$ cat src/rtl/pipeline_adder_stages.sv
// Four-stage segmented ripple adder with stall (pause), flush and registered result.
// Optional macro PIPE_ADDER_OVF_EN adds a registered signed-overflow output (ovf).
module pipeline_adder_stages #(
  parameter int WIDTH = 32
) (
  input  logic             clk,
  input  logic             rst,
  input  logic             pause,
  input  logic             flush,
  input  logic             in_valid,
  output logic             in_ready,
  input  logic [WIDTH-1:0] a,
  input  logic [WIDTH-1:0] b,
  input  logic             cin,
  output logic [WIDTH-1:0] sum,
  output logic             cout,
  output logic             out_valid
`ifdef PIPE_ADDER_OVF_EN
  ,
  output logic             ovf
`endif
);

  localparam int S = WIDTH / 4;

  // Handshake: an operand set transfers on a rising edge when in_valid && in_ready
  // and flush is low; in_ready is simply ~pause, there is no output-side backpressure.
  assign in_ready = ~pause;

  logic [3:0] v_q;

  // Stage 0 holds segment 0 of the sum plus the three untouched upper operand segments.
  logic [S-1:0]   s0_q, s0_d;
  logic [3*S-1:0] a0_q, a0_d, b0_q, b0_d;
  logic           c0_q, c0_d;
  logic [2*S-1:0] s1_q, s1_d;
  logic [2*S-1:0] a1_q, a1_d, b1_q, b1_d;
  logic           c1_q, c1_d;
  logic [3*S-1:0] s2_q, s2_d;
  logic [S-1:0]   a2_q, a2_d, b2_q, b2_d;
  logic           c2_q, c2_d;
  logic [WIDTH-1:0] sum_q, sum_d;
  logic             cout_q, cout_d;

  logic [S:0] add0, add1, add2, add3;

  always_comb begin
    add0 = {1'b0, a[S-1:0]} + {1'b0, b[S-1:0]} + {{S{1'b0}}, cin};
    add1 = {1'b0, a0_q[S-1:0]} + {1'b0, b0_q[S-1:0]} + {{S{1'b0}}, c0_q};
    add2 = {1'b0, a1_q[S-1:0]} + {1'b0, b1_q[S-1:0]} + {{S{1'b0}}, c1_q};
    add3 = {1'b0, a2_q} + {1'b0, b2_q} + {{S{1'b0}}, c2_q};

    s0_d   = add0[S-1:0];
    c0_d   = add0[S];
    a0_d   = a[WIDTH-1:S];
    b0_d   = b[WIDTH-1:S];

    s1_d   = {add1[S-1:0], s0_q};
    c1_d   = add1[S];
    a1_d   = a0_q[3*S-1:S];
    b1_d   = b0_q[3*S-1:S];

    s2_d   = {add2[S-1:0], s1_q};
    c2_d   = add2[S];
    a2_d   = a1_q[2*S-1:S];
    b2_d   = b1_q[2*S-1:S];

    sum_d  = {add3[S-1:0], s2_q};
    cout_d = add3[S];
  end

`ifdef PIPE_ADDER_OVF_EN
  logic ovf_q, ovf_d;
  assign ovf_d = (a2_q[S-1] == b2_q[S-1]) && (add3[S-1] != a2_q[S-1]);
  assign ovf   = ovf_q;
`endif

  // Data registers only load behind a valid token, so bubbles and flushes
  // leave sum/cout holding the last delivered result.
  always_ff @(posedge clk) begin
    if (!rst) begin
      v_q    <= '0;
      s0_q   <= '0; a0_q <= '0; b0_q <= '0; c0_q <= 1'b0;
      s1_q   <= '0; a1_q <= '0; b1_q <= '0; c1_q <= 1'b0;
      s2_q   <= '0; a2_q <= '0; b2_q <= '0; c2_q <= 1'b0;
      sum_q  <= '0;
      cout_q <= 1'b0;
`ifdef PIPE_ADDER_OVF_EN
      ovf_q  <= 1'b0;
`endif
    end else if (flush) begin
      v_q <= '0;
    end else if (!pause) begin
      v_q <= {v_q[2:0], in_valid};
      if (in_valid) begin
        s0_q <= s0_d; a0_q <= a0_d; b0_q <= b0_d; c0_q <= c0_d;
      end
      if (v_q[0]) begin
        s1_q <= s1_d; a1_q <= a1_d; b1_q <= b1_d; c1_q <= c1_d;
      end
      if (v_q[1]) begin
        s2_q <= s2_d; a2_q <= a2_d; b2_q <= b2_d; c2_q <= c2_d;
      end
      if (v_q[2]) begin
        sum_q  <= sum_d;
        cout_q <= cout_d;
`ifdef PIPE_ADDER_OVF_EN
        ovf_q  <= ovf_d;
`endif
      end
    end
  end

  assign sum       = sum_q;
  assign cout      = cout_q;
  assign out_valid = v_q[3];

endmodule

$ cat config.mk
export PLATFORM = sky130hd
export DESIGN_NAME = pipeline_adder_stages
export DESIGN_NICKNAME = d
export VERILOG_FILES = /design/src/rtl/pipeline_adder_stages.sv
export SDC_FILE = /design/constraint.sdc
export NUM_CORES = 1
export LEC_CHECK = 0
export ABC_AREA = 1
export CAP_MARGIN = 20
export CORE_MARGIN = 5
export CORE_UTILIZATION = 45
export DETAILED_ROUTE_END_ITERATION = 16
export GPL_ROUTABILITY_DRIVEN = 0
export PLACE_DENSITY = 0.7
export SLEW_MARGIN = 40
export SYNTH_ARGS = -nofsm -noshare
export SYNTH_HDL_FRONTEND = slang
export SYNTH_SLANG_ARGS = --single-unit
$ cat constraint.sdc
create_clock -name clk -period 4.4 [get_ports clk]
set_input_delay 0.88 -clock clk [delete_from_list [all_inputs] [get_ports clk]]
set_output_delay 0.88 -clock clk [all_outputs]
set_load 0.03 [all_outputs]
==> summary.md <==
| Metric | Value |
|---|---|
| Clock latency on the worst-skew pair | around 0.43 ns |
| Number of H-tree levels | 4 |
| Outcome | complete, no violations |
| Clk pwr share | 44.3% |
| Register area | around 3700 um^2 |
| Worst Path Arrival | 2.20 ns |
| Main combinational cell family by area after synthesis | simple AND/OR/NAND/NOR gates |
| Avg Inst Size Synth | 7.57 um^2 |
| Die Height | 142 um |
| Max-slew violations | 0 |
| Filler cells | 1664 |
| GR Overflow Total | 0 |
| Hold buffers post-CTS | 0 |
| Internal Power | 0.00271 W |
| Final Util | 55.0% |
| Total Wirelength | 16400 um |
| Fin. Hold Viols | 0 |
| Antenna cells | 0 |
| Final setup fails | 0 |
| Cts repair resizes | 0 |
| Synth cell types | 29 |
| DR WL/cell | 12.1 um |
| Comb power frac | 6.6% |
| Simple-gate portion of the synthesized area | 23.5% |
| Seq/Total Area, Yosys | between 40% and 50% |
| Setup slack at placement | approximately 1.3 ns |
| Sw frac | 22.5% |
| Multiplexer area fraction after synthesis | 0% |
| Vias per inst | between 4 and 5 |
| Register bit total from synthesis | 184 |
| Tmin final | about 3.1 ns |
| Fmax | between 300 and 400 MHz |
| EDFF count, synth | 0 |
| Synth area leaders | dfxtp_1 (47%), nor2_1 (15%), o21ai_0 (9.8%), nand2_1 (4.6%), ha_1 (4.4%) |
| First-pass GRT wire length | 27700 um |
| Via count | 6452 |
| Syn_nets | 1148 |
| RSZ-0062 raised after global routing | false |
| Synth warnings | 0 |
| Num CTS Buffers | 17 |
| Post-synthesis adder-cell area fraction | 6.47% |
| P_sw | about 0.00079 W |
| Mapped Cells | 1042 |
| Clock sink total | 184 |
| Crit-path max FO | 6 |
| Count leader, synth | nor2_1 |
| Share of layout cells above drive strength 1 | ~4.8% |
| Max-cap violations | 0 |
| Pin count of the biggest net entering global routing | 111 |
| Die ar. | 20300 um^2 |
| Starting density of the core | around 46% |
| Fin crit share | 70.1% |
| Number of setup buffers added after CTS | 0 |
| Iteration-0 DRC Markers | roughly 460 |
| Synth Area in Compound Gates | 13.7% |
| Cell area after synthesis | slightly below 8000 um^2 |
| Register share of total power | 49.2% |
| Core ar. | 17200 um^2 |
| Reg clk slew, reported paths | about 0.070 ns |
| Cell Rows | 48 |
| CP endpoint kind | primary output |
| Worst min path class | flip-flop to flip-flop |
| Multi-input logic area | between 3000 and 4000 um^2 |
| GRT Total Usage | about 17% |
| Area grow syn2layout | 20.2% |
| Root Buffer Master | clkbuf_16 |
| Initial antenna violation count | 0 |
| Area fraction of the dominant cell type after synthesis | roughly 47% |
| Synth top cells by count | nor2_1 (319), dfxtp_1 (184), o21ai_0 (155) |
| CTS Buffer Depth | 2 |
| Synth Area in XOR/XNOR | 1.33% |
| Vias in the first global route | 5747 |
| Drt first pass iters | 5 |
| Yosys top cell by area | dfxtp_1 |
| Peak VDD IR | 0.280 mV |
| IO buf count | between 100 and 150 |
| Drt drc | 0 |
| Hpwl dp | 11000 um |
| Critical path required time | between 3 and 4 ns |
| Final Worst Setup Slack | around 1.3 ns |
| Post-synth ARST share | 0% |
| Setup Skew | 0.00642 ns |
| Nets | 1220 |
| Routed Antenna Nets | 0 |
| Leak | 4.40 nW |
| Top-Level Pins | between 100 and 150 |
| PwrDens | 369 nW/um^2 |
| Least-Margin Pin Slew | roughly 0.68 ns |
| CTS tree | built |
| Worst slew margin | 54.8% |
| Setup TNS | 0 ns |
| Critical path class | primary input to primary output |
| Startpoint Class | primary input |
| Top_reg_cell synth | dfxtp_1 |
| Die X | 142 um |
[layout make-up]
| cell class | count | share of cell area [%] |
|---|---|---|
| well taps | 225 | 2.97 |
| repair buffers | 109 | 11.4 |
| clock buffers | 18 | 4.53 |
| inverters | 73 | 2.96 |
| clock inverters | 14 | 1.81 |
| multi-input cells | 729 | 37.5 |
| flip-flops and latches | 184 | 38.8 |
[metal layers]
metal / vias up / routed length, um / global-route usage (%)
met5: - / 0 / 0
met4: 0 / 200 / 5.40
met3: 15 / 584 / 3.19
met2: 103 / 6770 / 23.0
met1: 2854 / 8850 / 25.4
li1: 3480 / - / -
[power groups by stage]
stage / clock network (W) / registers (W) / logic, W
after detailed placement: 0 / 0.00176 / 0.000230
after CTS: 0.00158 / 0.00172 / 0.000232
after global routing: 0.00165 / 0.00172 / 0.000262
after global placement: 0 / 0.00176 / 0.000228
after floorplan: 0 / 0.00175 / 0.000143
final: 0.00155 / 0.00172 / 0.000230
[kinds of logic (layout without fill, tap and decap cells)]
logic type | Yosys count | after routing
AOI/OAI and AO/OA | 215 | 215
xor gates and xnor gates | 12 | 12
adders and majority gates | 36 | 36
buffers and inverters | 129 | 214
DFF | 184 | 184
and+or+nand+nor | 466 | 466
[state kept, by name (all words and copies together) (netlist names)]
register  count
sum          32
a0_q         24
b0_q         24
s2_q         24
a1_q         16
b1_q         16
s1_q         16
a2_q          8
b2_q          8
s0_q          8
v_q           4
c0_q          1
c1_q          1
c2_q          1
cout          1
[per-stage QoR]
| stage | area (um^2) | total power, W | hold slack [ns] | cells |
|---|---|---|---|---|
| 2_1_floorplan | 7890 | 0.00189 | 0.430 | 1042 |
| 3_3_place_gp | 8880 | 0.00198 | 0.439 | 1320 |
| 3_5_place_dp | 8880 | 0.00199 | 0.446 | 1320 |
| 4_1_cts | 9480 | 0.00353 | 0.453 | 1352 |
| 5_1_grt | 9480 | 0.00363 | 0.463 | 1352 |
| 6_report | 9480 | 0.00350 | 0.455 | 1352 |
[worst paths after layout]
path	cells past startpoint	endpoint	start	slack [ns]
max reg2reg	10	s1_q[14]	a0_q[0]	2.51
min reg2reg	2	s1_q[7]	s0_q[7]	0.46
min	2	s1_q[7]	s0_q[7]	0.46
max	3	in_ready	pause	1.32
[layout by cell type, fill, tap and decap left out, types with 5 or more instances in the layout]
cell,count
nand3_1,32
a21oi_1,41
o21ai_1,15
fa_1,8
xor2_1,5
buf_4,5
nand3b_1,5
o21ai_0,155
inv_1,67
xnor2_1,7
clkinv_2,5
clkdlybuf4s50_1,103
clkbuf_16,17
nand2_1,96
dfxtp_1,184
nor2_1,319
ha_1,28
or2_2,5
[worst max-delay path, stage by stage]
cell and delay (ns):
clkdlybuf4s50_1 0.51, inv_4 0.14, clkdlybuf4s50_1 0.68
Power figures use the tool's default switching activity.
==> patch: new RTL, same settings <==
Build with the macro `PIPE_ADDER_OVF_EN` defined.
--- a/src/rtl/pipeline_adder_stages.sv
+++ b/src/rtl/pipeline_adder_stages.sv
@@ -1,5 +1,7 @@
 // Four-stage segmented ripple adder with stall (pause), flush and registered result.
 // Optional macro PIPE_ADDER_OVF_EN adds a registered signed-overflow output (ovf).
+`define PIPE_ADDER_OVF_EN
+
 module pipeline_adder_stages #(
   parameter int WIDTH = 32
 ) (
Check against the original RTL (old outputs only; new: ovf): equivalent (Yosys induction, for registers that start in step).
==> patch against the original RTL <==
- power shrank 2.6%
- sequential cell count grew 1
- critical path type unchanged
- routed wire length grew 4.4%
- cell count shrank 0.59%
- count of clock-buffer cells in the layout grew 3
- setup slack lost 0.024 ns
- area after synthesis shrank 0.75%
- final area shrank 0.25%
==> patch: results <==
group,metric,value,unit
status,status,"finished, final reports clean",
global_routing,gr-usage-met1,27.4,%
clock_network,cts_made_buffers,17,
synth,synthTopCellsByArea,"dfxtp_1, nor2_1, o21ai_0",
global_routing,grt_pass1_vias,5967,
detailed_routing,drt_iter0_drc,476,
sta,tightest_slew,0.788,ns
pwr,p_leak,4.35,nW
setup_path,arrival,2.23,ns
clock_network,clk_latency,0.43,ns
sta,fin_hold_ws,0.453,ns
placement,dpl-instance-area,8890,um2
detailed_routing,wl_met2,6760,um
detailed_routing,wl_per_cell,12.7,um
clock_network,clk_pin_slew_worst_paths,0.06,ns
cells_and_area,largest_reg_flops,32,
sta,finClkSkew,0.00557,ns
clock_network,htreeDepth,4,
detailed_routing,drt_wl_total,17100,um
detailed_routing,route.vias.total,6603,
synth,syn_inst,1032,
setup_path,reg2reg_to,"sum[30]",
min_path,hp-start,"s1_q[15]",
detailed_routing,top_layer_used,"met4",
synth,syn_nets,1138,
global_routing,use_met2,23.2,%
setup_path,worstReg2RegStart,"a2_q[0]",
min_path,hold_path_class,"reg -> reg",
placement,dp_hpwl,11400,um
global_routing,grt_start_max_net_pins,100,
synth,synthDistinctLibCells,30,
global_routing,grt_pass1_wl,29000,um
detailed_routing,wl_met1,9160,um
pwr,peakVddDrop,0.338,mV
cells_and_area,final_nets,1212,
placement,io_buffers,105,
cells_and_area,layout-drive-gt1-share,4.47,%
placement,pre_cts_ws,1.29,ns
synth,synthTopCellsByCount,"nor2_1, dfxtp_1, o21ai_0, nand2_1, inv_1",
detailed_routing,dr_wl_met3,912,um
global_routing,use_met3,3.91,%
global_routing,antenna_found_initial,0,
setup_path,ff2ff_setup_slack,2.50,ns
synth,synth-seq-area-share,47.3,%
min_path,worstHoldEndpoint,"s2_q[15]",
setup_path,reg2reg_depth,8,
global_routing,track_usage,17.5,%
## patch: area by class of cell
class / instances / area (um2)
fill: 1647 / 7720
timing repair buffer: 110 / 1090
sequential: 185 / 3700
clock buffer: 21 / 470
tap: 225 / 282
inverter: 78 / 295
multi-input combinational: 714 / 3520
clock inverter: 11 / 97.6
## patch: cells by family after synthesis
kind of cell / share of synthesized area, %
and+or+nand+nor: 22.2
adders and majority gates: 6.52
DFF: 47.3
xor gates and xnor gates: 1.12
AOI/OAI and AO/OA: 15.1
buffers and inverters: 7.79
## patch: power breakdown
part           leakage, nW  switching, mW  internal, mW
clock network        0.283          0.625         0.822
logic                 2.57          0.123         0.108
registers             1.50         0.0178          1.71
## patch: worst max path at each step
stage                to  slack [ns]  start  cells past startpoint
2_1_floorplan   s0_q[4]        2.26   a[0]                      9
3_3_place_gp   in_ready        1.32  pause                      3
3_5_place_dp   in_ready        1.29  pause                      3
4_1_cts        in_ready        1.29  pause                      3
5_1_grt        in_ready        1.23  pause                      3
6_report       in_ready        1.29  pause                      3
